<file path="src/rtl/bp_pkg.sv">
// bp_pkg: definitions shared by the branch resolver and its in-flight FIFO.
//   DEPTH_DEF / CNT_W_DEF : default FIFO depth and statistics-counter width
//   occ_w()               : bit width needed to hold an occupancy of 0..depth
//   entry_t               : one in-flight branch {pending, pred}
package bp_pkg;

   localparam int DEPTH_DEF = 4;
   localparam int CNT_W_DEF = 16;

   function automatic int occ_w(input int depth);
      return $clog2(depth + 1);
   endfunction

   // pending = request issued, prediction not yet returned by the predictor
   typedef struct packed {
      logic pending;
      logic pred;
   } entry_t;

endpackage

</file>
<file path="src/rtl/bp_inflight_fifo.sv">
// bp_inflight_fifo: program-ordered store of predicted, unresolved branches.
//   clk, rst_n : clock, asynchronous active-low reset
//   push       : allocate the tail slot as pending
//   pop        : retire the head slot
//   flush      : discard every entry (takes priority over all else)
//   pred_in    : predictor output, captured into the slot pushed last cycle
//   head_pred  : prediction of the head entry, bypassing pred_in while pending
//   capture    : a prediction is being captured this cycle
//   count      : current occupancy
module bp_inflight_fifo
   import bp_pkg::*;
#(
   parameter int DEPTH = DEPTH_DEF,
   localparam int OCC_W = occ_w(DEPTH),
   localparam int PTR_W = $clog2(DEPTH)
) (
   input  logic             clk,
   input  logic             rst_n,
   input  logic             push,
   input  logic             pop,
   input  logic             flush,
   input  logic             pred_in,
   output logic             head_pred,
   output logic             capture,
   output logic [OCC_W-1:0] count
);

   logic [PTR_W-1:0] wr_ptr;
   logic [PTR_W-1:0] rd_ptr;
   logic [PTR_W-1:0] pend_ptr;
   logic             pend_flag;
   logic [DEPTH-1:0] pend_vec;
   logic [DEPTH-1:0] pred_vec;

   // Each slot is its own register so that flush can clear all pending
   // flags in one edge.
   generate
      for (genvar gi = 0; gi < DEPTH; gi++) begin : g_slot
         entry_t slot;
         always_ff @(posedge clk or negedge rst_n) begin
            if (!rst_n) begin
               slot <= '0;
            end else if (flush) begin
               slot.pending <= 1'b0;
            end else if (push && (wr_ptr == PTR_W'(gi))) begin
               slot <= '{pending: 1'b1, pred: 1'b0};
            end else if (pend_flag && (pend_ptr == PTR_W'(gi))) begin
               slot <= '{pending: 1'b0, pred: pred_in};
            end
         end
         assign pend_vec[gi] = slot.pending;
         assign pred_vec[gi] = slot.pred;
      end
   endgenerate

   // A branch may be resolved in the very cycle its prediction arrives.
   assign head_pred = pend_vec[rd_ptr] ? pred_in : pred_vec[rd_ptr];
   assign capture   = pend_flag;

   always_ff @(posedge clk or negedge rst_n) begin
      if (!rst_n) begin
         wr_ptr    <= '0;
         rd_ptr    <= '0;
         pend_ptr  <= '0;
         pend_flag <= 1'b0;
         count     <= '0;
      end else if (flush) begin
         wr_ptr    <= '0;
         rd_ptr    <= '0;
         pend_flag <= 1'b0;
         count     <= '0;
      end else begin
         if (push) begin
            wr_ptr   <= wr_ptr + PTR_W'(1);
            pend_ptr <= wr_ptr;
         end
         if (pop) begin
            rd_ptr <= rd_ptr + PTR_W'(1);
         end
         pend_flag <= push;
         count     <= count + OCC_W'(push) - OCC_W'(pop);
      end
   end

endmodule

</file>
<file path="src/rtl/branch_resolver.sv">
// branch_resolver: requester-side partner of a 2-bit branch predictor.
//   fetch_branch / fetch_ready            : branch handshake from fetch
//   fetch_pred_valid / fetch_pred_taken   : prediction returned to fetch
//   pred_request / pred_prediction        : query to / answer from predictor
//   pred_result / pred_taken              : training update to predictor
//   ex_resolve / ex_taken                 : oldest branch resolved by execute
//   mispredict                            : registered one-cycle pulse
//   inflight                              : occupancy of the in-flight FIFO
//   resolved_cnt / mispredict_cnt         : saturating statistics
//   protocol_err                          : sticky, resolve with nothing in flight
module branch_resolver
   import bp_pkg::*;
#(
   parameter int DEPTH = DEPTH_DEF,
   parameter int CNT_W = CNT_W_DEF
) (
   input  logic                       clk,
   input  logic                       rst_n,
   input  logic                       fetch_branch,
   output logic                       fetch_ready,
   output logic                       fetch_pred_valid,
   output logic                       fetch_pred_taken,
   output logic                       pred_request,
   input  logic                       pred_prediction,
   output logic                       pred_result,
   output logic                       pred_taken,
   input  logic                       ex_resolve,
   input  logic                       ex_taken,
   output logic                       mispredict,
   output logic [$clog2(DEPTH+1)-1:0] inflight,
   output logic [CNT_W-1:0]           resolved_cnt,
   output logic [CNT_W-1:0]           mispredict_cnt,
   output logic                       protocol_err
);

   localparam int OCC_W = occ_w(DEPTH);

   logic accept;
   logic resolve;
   logic mismatch;
   logic flush_now;
   logic head_pred;
   logic capture;

   bp_inflight_fifo #(.DEPTH(DEPTH)) u_fifo (
      .clk       (clk),
      .rst_n     (rst_n),
      .push      (accept),
      .pop       (resolve),
      .flush     (flush_now),
      .pred_in   (pred_prediction),
      .head_pred (head_pred),
      .capture   (capture),
      .count     (inflight)
   );

   // Nothing is accepted in a flush cycle, so a new branch never lands in
   // a FIFO that is being discarded.
   assign flush_now   = mismatch;
   assign fetch_ready = (inflight < OCC_W'(DEPTH)) & ~flush_now;
   assign accept      = fetch_branch & fetch_ready;
   assign pred_request = accept;

   assign resolve     = ex_resolve & (inflight != '0);
   assign pred_result = resolve;
   assign pred_taken  = ex_taken;
   assign mismatch    = resolve & (ex_taken != head_pred);

   assign fetch_pred_valid = capture;
   assign fetch_pred_taken = pred_prediction;

   always_ff @(posedge clk or negedge rst_n) begin
      if (!rst_n) begin
         mispredict     <= 1'b0;
         resolved_cnt   <= '0;
         mispredict_cnt <= '0;
         protocol_err   <= 1'b0;
      end else begin
         mispredict <= mismatch;
         if (resolve && (resolved_cnt != '1)) begin
            resolved_cnt <= resolved_cnt + CNT_W'(1);
         end
         if (mismatch && (mispredict_cnt != '1)) begin
            mispredict_cnt <= mispredict_cnt + CNT_W'(1);
         end
         if (ex_resolve && (inflight == '0)) begin
            protocol_err <= 1'b1;
         end
      end
   end

endmodule

</file>
<file path="config.mk">
export PLATFORM = sky130hd
export DESIGN_NAME = branch_resolver
export DESIGN_NICKNAME = d
export VERILOG_FILES = /design/src/rtl/bp_pkg.sv /design/src/rtl/bp_inflight_fifo.sv /design/src/rtl/branch_resolver.sv
export SDC_FILE = /design/constraint.sdc
export NUM_CORES = 1
export LEC_CHECK = 0
export BUFFER_PORTS_ARGS = -buffer_cell sky130_fd_sc_hd__buf_2
export CAP_MARGIN = 20
export CORE_ASPECT_RATIO = 0.7
export CORE_UTILIZATION = 30
export DETAILED_ROUTE_END_ITERATION = 16
export SLEW_MARGIN = 30
export SYNTH_ARGS = -nofsm -noshare
export SYNTH_HDL_FRONTEND = slang
export SYNTH_SLANG_ARGS = --single-unit
</file>
<file path="constraint.sdc">
create_clock -name clk -period 3.1 [get_ports clk]
set_input_delay 0.62 -clock clk [delete_from_list [all_inputs] [get_ports clk]]
set_output_delay 0.62 -clock clk [all_outputs]
set_load 0.005 [all_outputs]
</file>
==> metrics.yaml <==
clocking:
  cts_buffers: 5
  cts.sinks: 52
  htreeDepth: 2
  cts_tree: "done"
  post_cts_buffers: 0
  cts_root_buf: "clkbuf_16"
  postCtsHoldBufs: 0
  cts.clk_slew.worst_paths_ps: 60
  clock_latency_ps: 290
  ctsResizeCount: 0
  clockBufferDepth: 2
layout:
  multiInputGateArea_um2: 1230
  fill_cells: 886
  antenna_cells: 0
  drive_gt1_frac: 0.261
  final_cells: 426
  seq_area_um2: 1300
  areaGrowthSynthToFinish_pct: 21.4
  finish.net_count: 320
  final_util: 0.376
logic_synthesis:
  synth_top_area_share: 0.495
  synthFlopType: "dfrtp_1"
  synth_fp_nets: 265
  synth_edf_count: 0
  yosysWarnings: 0
  synth-seq-cells: 52
  syn-cell-area_um2: 2630
  postSynthCellCount: 250
  seq_area_frac_synth: 0.495
  async_flop_share: 1.00
  synth_area_per_cell_um2: 10.5
  synthTopCellsByArea: "dfrtp_1 (50%), xor2_1 (6.3%), xnor2_1 (4.3%)"
  synth_top_cell_by_area: "dfrtp_1"
  ys_types: 45
setup_path:
  r2r_cells: 11
  worstPathRequired_ps: 2480
  crit_start: "pred_prediction"
  crit_end: "fetch_ready"
  path_max_fanout: 9
  r2r_start: "u_fifo.g_slot[1].slot[1]"
  arrival_ps: 2080
  path_class: "input pin to output pin"
  endpoint_kind: "output pin"
  start_kind: "input pin"
  regToRegSetupSlack_ps: 510
  rr_endpoint: "u_fifo.count[2]"
timing:
  tightest_slew_ps: 697
  finalHoldViolCount: 0
  maxSlewHeadroom: 0.535
  holdWs_ps: 455
  fin_crit_sh: 0.872
  slew_violations: 0
  finalSetupViolations: 0
  min_period_ps: 2700
  setup-tns-final_ps: 0
  setup_slack_ps: 396
  max_freq_ghz: 0.370
  rsz0062_at_grt: "no"
  fin_skew_ps: 5.68
placed_design:
  hpwl_um: 4050
  portBuffers: 48
  dp_slack_ps: 165
  post-place-cells: 418
  place_congestion: 0.779
status:
  status: "finished, final reports clean"
detailed_routing:
  route.antenna.remaining_nets: 0
  num_vias: 1965
  first_pass_iters: 4
  via_per_inst: 4.61
  drt_iter0_markers: 83
  drt_wl_total_um: 5680
  drc: 0
  routedWlPerCell_um: 13.3
global_route:
  grt_overflow_total: 0
  grt_pass1_wl_um: 9500
  grt_usage: 0.135
  grt_pass1_vias: 1936
  grt_max_degree: 53
  antenna_found_initial: 0
floorplanning:
  core_um2: 8480
  die_w_um: 114
  dieHeight_um: 80.3
  core.rowCount: 28
  ios: 49
  start_util: 0.310
  die_area_um2: 9150
power:
  p_leak_nw: 1.56
  p_per_area_nw_per_um2: 853
  vdd_drop_max_v: 0.000364
worst_hold_path:
  hold_path.class: "input pin to async pin"
run:
  cap_violations: 0
[cell families (layout without fill, tap and decap cells)]
kind of cell,Yosys count,after routing,synth area share
fa+ha+maj,9,9,0.0457
mux,10,10,0.0466
xor+xnor,32,32,0.107
simple gates,99,99,0.202
buf+inv,21,77,0.0405
flops,52,52,0.495
compound gates,27,27,0.0638
[stage by stage]
| stage | total power, W | instance area (um2) |
|---|---|---|
| 2_1_floorplan | 0.00176 | 2630 |
| 3_3_place_gp | 0.00207 | 3030 |
| 3_5_place_dp | 0.00211 | 3030 |
| 4_1_cts | 0.00276 | 3190 |
| 5_1_grt | 0.00294 | 3190 |
| 6_report | 0.00272 | 3190 |
[layout by cell type, fill, tap and decap left out, types with 9 or more instances in the layout]
cell type,instances
dfrtp_1,52
buf_2,48
nand2_1,30
xor2_1,19
nor2_1,15
inv_1,13
xnor2_1,13
nand3_1,11
a21oi_1,11
nor3_1,10
nand4_1,9
[power breakdown]
group / total (W) / internal [W] / switching [W]
clock network: 0.000630 / 0.000380 / 0.000249
logic: 0.00101 / 0.000466 / 0.000543
registers: 0.00108 / 0.000865 / 0.000216
[synth_stat cells, types with 2 or more instances]
master	instances
inv_1	13
mux2_2	4
a21oi_1	11
ha_1	8
buf_4	3
and2_1	2
nor3_1	10
nor4_1	3
nor2_1	15
o21ai_0	5
o31ai_1	3
dfrtp_1	52
a32o_1	2
xnor2_1	13
nand4_1	9
nand3_1	11
mux2i_1	4
nor3_2	2
a31o_2	2
nand3b_1	2
buf_6	2
clkbuf_1	2
nand2_1	30
and4_1	3
xor2_1	19
[area by class of cell]
cell class,count,share of cell area
clock buffers,6,0.0404
clock inverters,2,0.0110
inverters,13,0.0153
multi-input cells,177,0.384
flip-flops and latches,52,0.408
well taps,120,0.0471
repair buffers,56,0.0941
[routing by layer]
metal | share of wire | GRT usage | vias to the layer above
met4 | 0.011 | 0.0403 | 0
met5 | 0 | 0 | -
met3 | 0.048 | 0.0347 | 7
li1 | - | - | 975
met2 | 0.42 | 0.197 | 45
met1 | 0.52 | 0.194 | 938
[flip-flops by register name (all words and copies together), names as in the netlist]
| signal | cells |
|---|---|
| mispredict | 1 |
| mispredict_cnt | 16 |
| protocol_err | 1 |
| resolved_cnt | 16 |
| u_fifo.capture | 1 |
| u_fifo.count | 3 |
| u_fifo.g_slot.slot | 8 |
| u_fifo.pend_ptr | 2 |
| u_fifo.rd_ptr | 2 |
| u_fifo.wr_ptr | 2 |
[critical path, stage by stage]
cell and delay [ps]:
buf_2 170, mux2i_1 110, mux4_2 480, xor2_1 250, nand2b_1 180, inv_1 70, nor2_1 80, buf_2 120
[worst min path at each step]
stage	start	to	depth (start not counted)	slack, ps
2_1_floorplan	rst_n	mispredict	0	320
3_5_place_dp	protocol_err	protocol_err	1	460
3_3_place_gp	protocol_err	protocol_err	1	450
6_report	rst_n	u_fifo.wr_ptr[0]	2	460
5_1_grt	protocol_err	protocol_err	1	490
4_1_cts	protocol_err	protocol_err	1	470
Power figures use the tool's default switching activity.
